===== src/rtl/req_ack_responder_if.sv =====
// Single-pulse req/ack handshake bundle: requester drives req, responder returns ack plus status.
// Combinational wiring only; the handshake has no backpressure beyond the responder's minimum request spacing.
interface req_ack_responder_if #(
    parameter int CNT_WIDTH = 8
);
    logic                 req;
    logic                 ack;
    logic                 busy;
    logic [CNT_WIDTH-1:0] req_count;
    logic [CNT_WIDTH-1:0] ack_count;
    logic                 err_gap;

    modport master (
        output req,
        input  ack, busy, req_count, ack_count, err_gap
    );

    modport slave (
        input  req,
        output ack, busy, req_count, ack_count, err_gap
    );
endinterface


===== src/rtl/req_ack_responder.sv =====
// Accepts a req pulse in IDLE and returns one registered ack pulse ACK_LATENCY cycles later.
// No backpressure: a req arriving before MIN_REQ_GAP has elapsed is dropped and flags sticky err_gap.
module req_ack_responder #(
    parameter int ACK_LATENCY = 4,
    parameter int MIN_REQ_GAP = 8,
    parameter int CNT_WIDTH   = 8
) (
    input  logic                 clk,
    input  logic                 rst,
    req_ack_responder_if.slave   bus
);
    localparam int LAT_W = (ACK_LATENCY > 1) ? $clog2(ACK_LATENCY) : 1;
    localparam int GAP_W = $clog2(MIN_REQ_GAP + 1);
    localparam logic [LAT_W-1:0] LAT_LOAD = LAT_W'(ACK_LATENCY - 1);
    localparam logic [GAP_W-1:0] GAP_MAX  = GAP_W'(MIN_REQ_GAP);
    localparam logic [GAP_W-1:0] GAP_LAST = GAP_W'(MIN_REQ_GAP - 1);
    localparam bit USE_HOLDOFF = (MIN_REQ_GAP > ACK_LATENCY + 1);

    generate
        if (ACK_LATENCY < 1 || MIN_REQ_GAP <= ACK_LATENCY || CNT_WIDTH < 1) begin : g_bad_params
            $error("req_ack_responder: illegal ACK_LATENCY/MIN_REQ_GAP/CNT_WIDTH combination");
        end
    endgenerate

    typedef enum logic [1:0] {
        IDLE    = 2'd0,
        PENDING = 2'd1,
        ACK     = 2'd2,
        HOLDOFF = 2'd3
    } state_e;

    state_e               state_q, state_d;
    logic [LAT_W-1:0]     lat_cnt_q, lat_cnt_d;
    logic [GAP_W-1:0]     gap_cnt_q, gap_cnt_d;
    logic [CNT_WIDTH-1:0] req_cnt_q, req_cnt_d;
    logic [CNT_WIDTH-1:0] ack_cnt_q, ack_cnt_d;
    logic                 err_q, err_d;
    logic                 ack_q, ack_d;
    logic                 accept;

    always_comb begin
        state_d   = state_q;
        lat_cnt_d = lat_cnt_q;
        gap_cnt_d = gap_cnt_q;
        req_cnt_d = req_cnt_q;
        ack_cnt_d = ack_cnt_q;
        err_d     = err_q;
        accept    = 1'b0;

        // Gap counter tracks cycles since acceptance, in parallel with the latency counter
        if (state_q == IDLE) begin
            gap_cnt_d = '0;
        end else if (gap_cnt_q != GAP_MAX) begin
            gap_cnt_d = gap_cnt_q + GAP_W'(1);
        end

        case (state_q)
            IDLE: begin
                if (bus.req) begin
                    accept    = 1'b1;
                    req_cnt_d = req_cnt_q + CNT_WIDTH'(1);
                    lat_cnt_d = LAT_LOAD;
                    gap_cnt_d = GAP_W'(1);
                    state_d   = (ACK_LATENCY == 1) ? ACK : PENDING;
                end
            end
            PENDING: begin
                lat_cnt_d = lat_cnt_q - LAT_W'(1);
                if (lat_cnt_q == LAT_W'(1)) begin
                    state_d = ACK;
                end
            end
            ACK: begin
                ack_cnt_d = ack_cnt_q + CNT_WIDTH'(1);
                state_d   = USE_HOLDOFF ? HOLDOFF : IDLE;
            end
            HOLDOFF: begin
                if (gap_cnt_q == GAP_LAST) begin
                    state_d = IDLE;
                end
            end
            default: state_d = IDLE;
        endcase

        // A req outside IDLE, including the ack cycle itself, is dropped and flagged
        if (bus.req && state_q != IDLE) begin
            err_d = 1'b1;
        end

        ack_d = (state_d == ACK);
    end

    always_ff @(posedge clk) begin
        if (rst) begin
            state_q   <= IDLE;
            lat_cnt_q <= '0;
            gap_cnt_q <= '0;
            req_cnt_q <= '0;
            ack_cnt_q <= '0;
            err_q     <= 1'b0;
            ack_q     <= 1'b0;
        end else begin
            state_q   <= state_d;
            lat_cnt_q <= lat_cnt_d;
            gap_cnt_q <= gap_cnt_d;
            req_cnt_q <= req_cnt_d;
            ack_cnt_q <= ack_cnt_d;
            err_q     <= err_d;
            ack_q     <= ack_d;
        end
    end

    assign bus.ack       = ack_q;
    assign bus.busy      = (state_q != IDLE);
    assign bus.req_count = req_cnt_q;
    assign bus.ack_count = ack_cnt_q;
    assign bus.err_gap   = err_q;

`ifdef FORMAL
    // Bit i records an acceptance i+1 cycles ago
    logic [ACK_LATENCY-1:0] acc_hist_q;

    always_ff @(posedge clk) begin
        if (rst) begin
            acc_hist_q <= '0;
        end else begin
            acc_hist_q <= ACK_LATENCY'({acc_hist_q, accept});
        end
    end

    a_ack_needs_accept: assert property (@(posedge clk) disable iff (rst)
        !acc_hist_q[ACK_LATENCY-1] |-> !bus.ack);
    a_ack_single_cycle: assert property (@(posedge clk) disable iff (rst)
        bus.ack |=> !bus.ack);
    a_count_balance: assert property (@(posedge clk) disable iff (rst)
        (bus.ack_count == bus.req_count) || (bus.ack_count + CNT_WIDTH'(1) == bus.req_count));
    a_one_outstanding: assert property (@(posedge clk) disable iff (rst)
        (bus.ack_count != bus.req_count) |-> bus.busy);
`endif
endmodule


===== src/flat_wrapper.sv =====
// flat-port wrapper written by rule: the top's interface ports become plain ports
module req_ack_responder_flat 
#(
    parameter int ACK_LATENCY = 4,
    parameter int MIN_REQ_GAP = 8,
    parameter int CNT_WIDTH   = 8
)
  (clk, rst, bus_req, bus_ack, bus_busy, bus_req_count, bus_ack_count, bus_err_gap);
  req_ack_responder_if #(.CNT_WIDTH(CNT_WIDTH)) bus_i ();
  input  logic clk;
  input  logic rst;
  input wire logic [$bits(bus_i.req)-1:0] bus_req;
  output wire logic [$bits(bus_i.ack)-1:0] bus_ack;
  output wire logic [$bits(bus_i.busy)-1:0] bus_busy;
  output wire logic [$bits(bus_i.req_count)-1:0] bus_req_count;
  output wire logic [$bits(bus_i.ack_count)-1:0] bus_ack_count;
  output wire logic [$bits(bus_i.err_gap)-1:0] bus_err_gap;
  assign bus_i.req = bus_req;
  assign bus_ack = bus_i.ack;
  assign bus_busy = bus_i.busy;
  assign bus_req_count = bus_i.req_count;
  assign bus_ack_count = bus_i.ack_count;
  assign bus_err_gap = bus_i.err_gap;
  req_ack_responder #(.ACK_LATENCY(ACK_LATENCY), .MIN_REQ_GAP(MIN_REQ_GAP), .CNT_WIDTH(CNT_WIDTH)) u_core (.clk(clk), .rst(rst), .bus(bus_i));
endmodule

===== config.mk =====
export PLATFORM = sky130hd
export DESIGN_NAME = req_ack_responder_flat
export DESIGN_NICKNAME = d
export VERILOG_FILES = /design/src/rtl/req_ack_responder_if.sv /design/src/rtl/req_ack_responder.sv /design/src/flat_wrapper.sv
export SDC_FILE = /design/constraint.sdc
export NUM_CORES = 1
export LEC_CHECK = 0
export BUFFER_PORTS_ARGS = -buffer_cell sky130_fd_sc_hd__clkbuf_2
export CAP_MARGIN = 10
export CORE_MARGIN = 2
export CORE_UTILIZATION = 30
export DETAILED_ROUTE_END_ITERATION = 6
export GPL_TIMING_DRIVEN = 0
export PLACE_DENSITY_LB_ADDON = 0.15
export SYNTH_ARGS = -nofsm -noshare
export SYNTH_HDL_FRONTEND = slang
export SYNTH_SLANG_ARGS = --single-unit

===== constraint.sdc =====
create_clock -name clk -period 2.5 [get_ports clk]
set_input_delay 0.125 -clock clk [delete_from_list [all_inputs] [get_ports clk]]
set_output_delay 0.125 -clock clk [all_outputs]
set_load 0.05 [all_outputs]

==> results.py <==
metrics = {
    "synth": {
        "synth_area_per_cell_um2": 9.10,
        "synth_area_leaders": "dfxtp_1 (44%), a21oi_1 (5.5%), ha_1 (5.3%), or3_1 (3.7%), nor2_1 (3.5%)",
        "synth_flop_cell": "dfxtp_1",
        "synth_area_um2": 1170,
        "syn_inst": 129,
        "synth_top_family_by_area": "simple AND/OR/NAND/NOR gates",
        "synth_mux_area_frac": 0.0171,
        "ys_ff_latch": 26,
        "synth_top_area_cell": "dfxtp_1",
        "synth.top_cell.area_share": 0.443,
        "synthArstFlopShare": 0,
        "synth-edff-count": 0,
        "ys_seq_area_frac": 0.443,
        "synthXorXnorAreaFrac": 0.0448,
        "synth_adder_area_share": 0.0533,
        "ys_types": 31,
        "synth_compound_area_frac": 0.138,
        "ys_warn_count": 0,
        "syn-num-nets": 137,
        "yosys.area_share.simple": 0.272,
    },
    "power_and_ir_drop": {
        "ir_worst_vdd_uv": 414,
        "p_leak_nw": 0.521,
        "p_per_area_nw_per_um2": 580,
    },
    "setup_path": {
        "cp_max_fo": 10,
        "worstSetupPathType": "reg -> out",
        "cp-end-kind": "output pin",
        "arrival_ns": 1.56,
        "critPathLaunch": "u_core.state_q[1]",
        "r2r_start": "u_core.state_q[1]",
        "worstPathRequired_ns": 2.38,
        "cp-start-kind": "register",
        "r2r_slack_ns": 1.03,
        "r2r_end": "u_core.bus.ack_count[7]",
        "crit_path_end": "bus_busy",
        "reg2regPathDepth": 3,
    },
    "detailed_routing": {
        "vias_per_cell": 4.99,
        "num_vias": 1002,
        "drc": 0,
        "drtIter0Drc": 30,
        "drt_first_pass_iters": 4,
        "ant_nets": 0,
        "wl_per_cell_um": 12.1,
        "wl_um": 2440,
    },
    "cts": {
        "clkTransAtPathRegs_ns": 0.08,
        "cts_tree": "done",
        "clk_latency_ns": 0.27,
        "post_cts_buffers": 0,
        "clockBufferDepth": 2,
        "root_buffer": "clkbuf_8",
        "ctsResizeCount": 0,
        "hold_buffers": 0,
        "htree_levels": 1,
        "cts.sinks": 26,
        "cts-buffers-inserted": 3,
    },
    "final_layout": {
        "n_fill_cell": 408,
        "num_antenna_cells": 0,
        "sequential_cell_area_um2": 520,
        "fin_area_um2": 1380,
        "post-route-util": 0.371,
        "drive_gt1_frac": 0.183,
        "syn2layout_area_growth_pct": 17.6,
        "final_nets": 163,
        "multi_input_area_um2": 616,
    },
    "floorplanning": {
        "fp.dieArea_um2": 4430,
        "rows": 22,
        "ioPinCount": 22,
        "start_util": 0.316,
        "core_um2": 3720,
        "fp.dieH_um": 66.5,
        "dieWidth_um": 66.5,
    },
    "global_route": {
        "track_usage": 0.123,
        "grt_pass1_wl_um": 4170,
        "antenna_found_initial": 0,
        "grt_max_degree": 14,
        "grt_pass1_vias": 935,
        "grt_remaining_overflow": 0,
    },
    "placed_design": {
        "place_area_um2": 1340,
        "place_congestion": 0.765,
        "place_ws_ns": 1.05,
        "place.detailed.hpwl_um": 1760,
        "portBuffers": 21,
    },
    "min_path": {
        "hold_class": "in -> reg",
    },
    "timing": {
        "worstMarginPinSlew_ns": 0.527,
        "fin_ws_ns": 0.813,
        "finalCritPeriodShare": 0.675,
        "finalSetupViolations": 0,
        "tns_ns": 0,
        "maxSlewHeadroom": 0.649,
        "rsz0062_at_grt": "false",
        "drv_slew": 0,
        "period_needed_ns": 1.69,
        "hold_viol_final": 0,
        "fin_skew_ns": 0.00824,
        "fmax_mhz": 593,
    },
    "run_status": {
        "status": "complete, no violations",
    },
    "job": {
        "maxCapViolCount": 0,
    },
}
-- Yosys cell counts (2+ instances only) --
master and n:
or4_1 3, nor2_1 11, xnor2_1 4, nand2b_1 2, xor2_1 2, nand2_1 9
nor4bb_1 2, or3_1 7, clkbuf_1 4, dfxtp_1 26, o31ai_1 3, nor3b_1 2
mux2i_1 2, nand3_1 2, nand3b_1 4, o22ai_1 2, inv_1 6, ha_1 5
a21oi_1 13, nand4_1 2, o21ai_0 8
-- where the power goes --
group,internal [W],switching (W)
sequential,0.000431,0.0000167
combinational,0.0000424,0.0000777
clock,0.000108,0.000125
total,0.000581,0.000220
-- critical path, cell delays in order, from the launching register on --
cell	delay, ns
dfxtp_1	0.42
clkbuf_1	0.36
nor2_1	0.12
inv_1	0.11
clkbuf_2	0.28
-- how the worst min path moves through the flow --
stage	startpoint	to	slack (ns)	cells after the start
after floorplan	rst	u_core.bus.ack	0.20	1
after detailed placement	rst	u_core.bus.ack	0.37	2
after global placement	rst	u_core.bus.ack	0.38	2
final	rst	u_core.bus.ack	0.1	2
after global routing	rst	u_core.bus.ack	0.13	2
after CTS	rst	u_core.bus.ack	0.09	2
-- cells by family (layout without fill, tap and decap cells) --
family                   count (synthesis)  after routing
AO/OA/AOI/OAI                           28             28
XOR/XNOR                                 6              6
adder cells (fa/ha/maj)                  5              5
buffers and inverters                   10             34
flip-flops                              26             26
multiplexers                             2              2
AND/OR/NAND/NOR                         52             52
-- flip-flops by register name, indices dropped and copies added, names as in the netlist --
name	flops
u_core.gap_cnt_q	4
u_core.bus.ack	1
u_core.bus.err_gap	1
u_core.bus.req_count	8
u_core.state_q	2
u_core.lat_cnt_q	2
u_core.bus.ack_count	8
-- cell usage in the layout (no fill, tap or decap), types with 3 or more instances in the layout --
master / synthesis / layout
o21ai_0: 8 / 8
inv_1: 6 / 6
nand2_1: 9 / 9
a21oi_1: 13 / 13
ha_1: 5 / 5
clkbuf_1: 4 / 4
or3_1: 7 / 7
nor2_1: 11 / 11
xnor2_1: 4 / 4
dfxtp_1: 26 / 26
nand3b_1: 4 / 4
clkbuf_2: 0 / 21
o31ai_1: 3 / 3
clkbuf_8: 0 / 3
or4_1: 3 / 3
-- per-layer routing --
| layer | share of wire | vias up | track usage | wire (um) |
|---|---|---|---|---|
| met5 | 0 | - | 0 | 0 |
| met4 | 0.0066 | 0 | 0.0230 | 16 |
| met3 | 0.066 | 2 | 0.0439 | 162 |
| met2 | 0.43 | 26 | 0.189 | 1050 |
| met1 | 0.50 | 465 | 0.167 | 1210 |
| li1 | - | 509 | - | - |
-- layout make-up --
class / count / area share
multi-input cells: 93 / 0.446
flip-flops and latches: 26 / 0.377
plain buffers: 4 / 0.0109
inverters: 6 / 0.0163
well taps: 48 / 0.0435
clock buffers: 3 / 0.0299
repair buffers: 21 / 0.0762
-- stage by stage --
step | power, W | cells | hold slack (ns)
after global placement | 0.000574 | 198 | 0.377
after CTS | 0.000814 | 201 | 0.0872
final | 0.000801 | 201 | 0.0962
after detailed placement | 0.000578 | 198 | 0.370
after global routing | 0.000844 | 201 | 0.133
after floorplan | 0.000548 | 129 | 0.203
(Power assumes the default switching activity.)
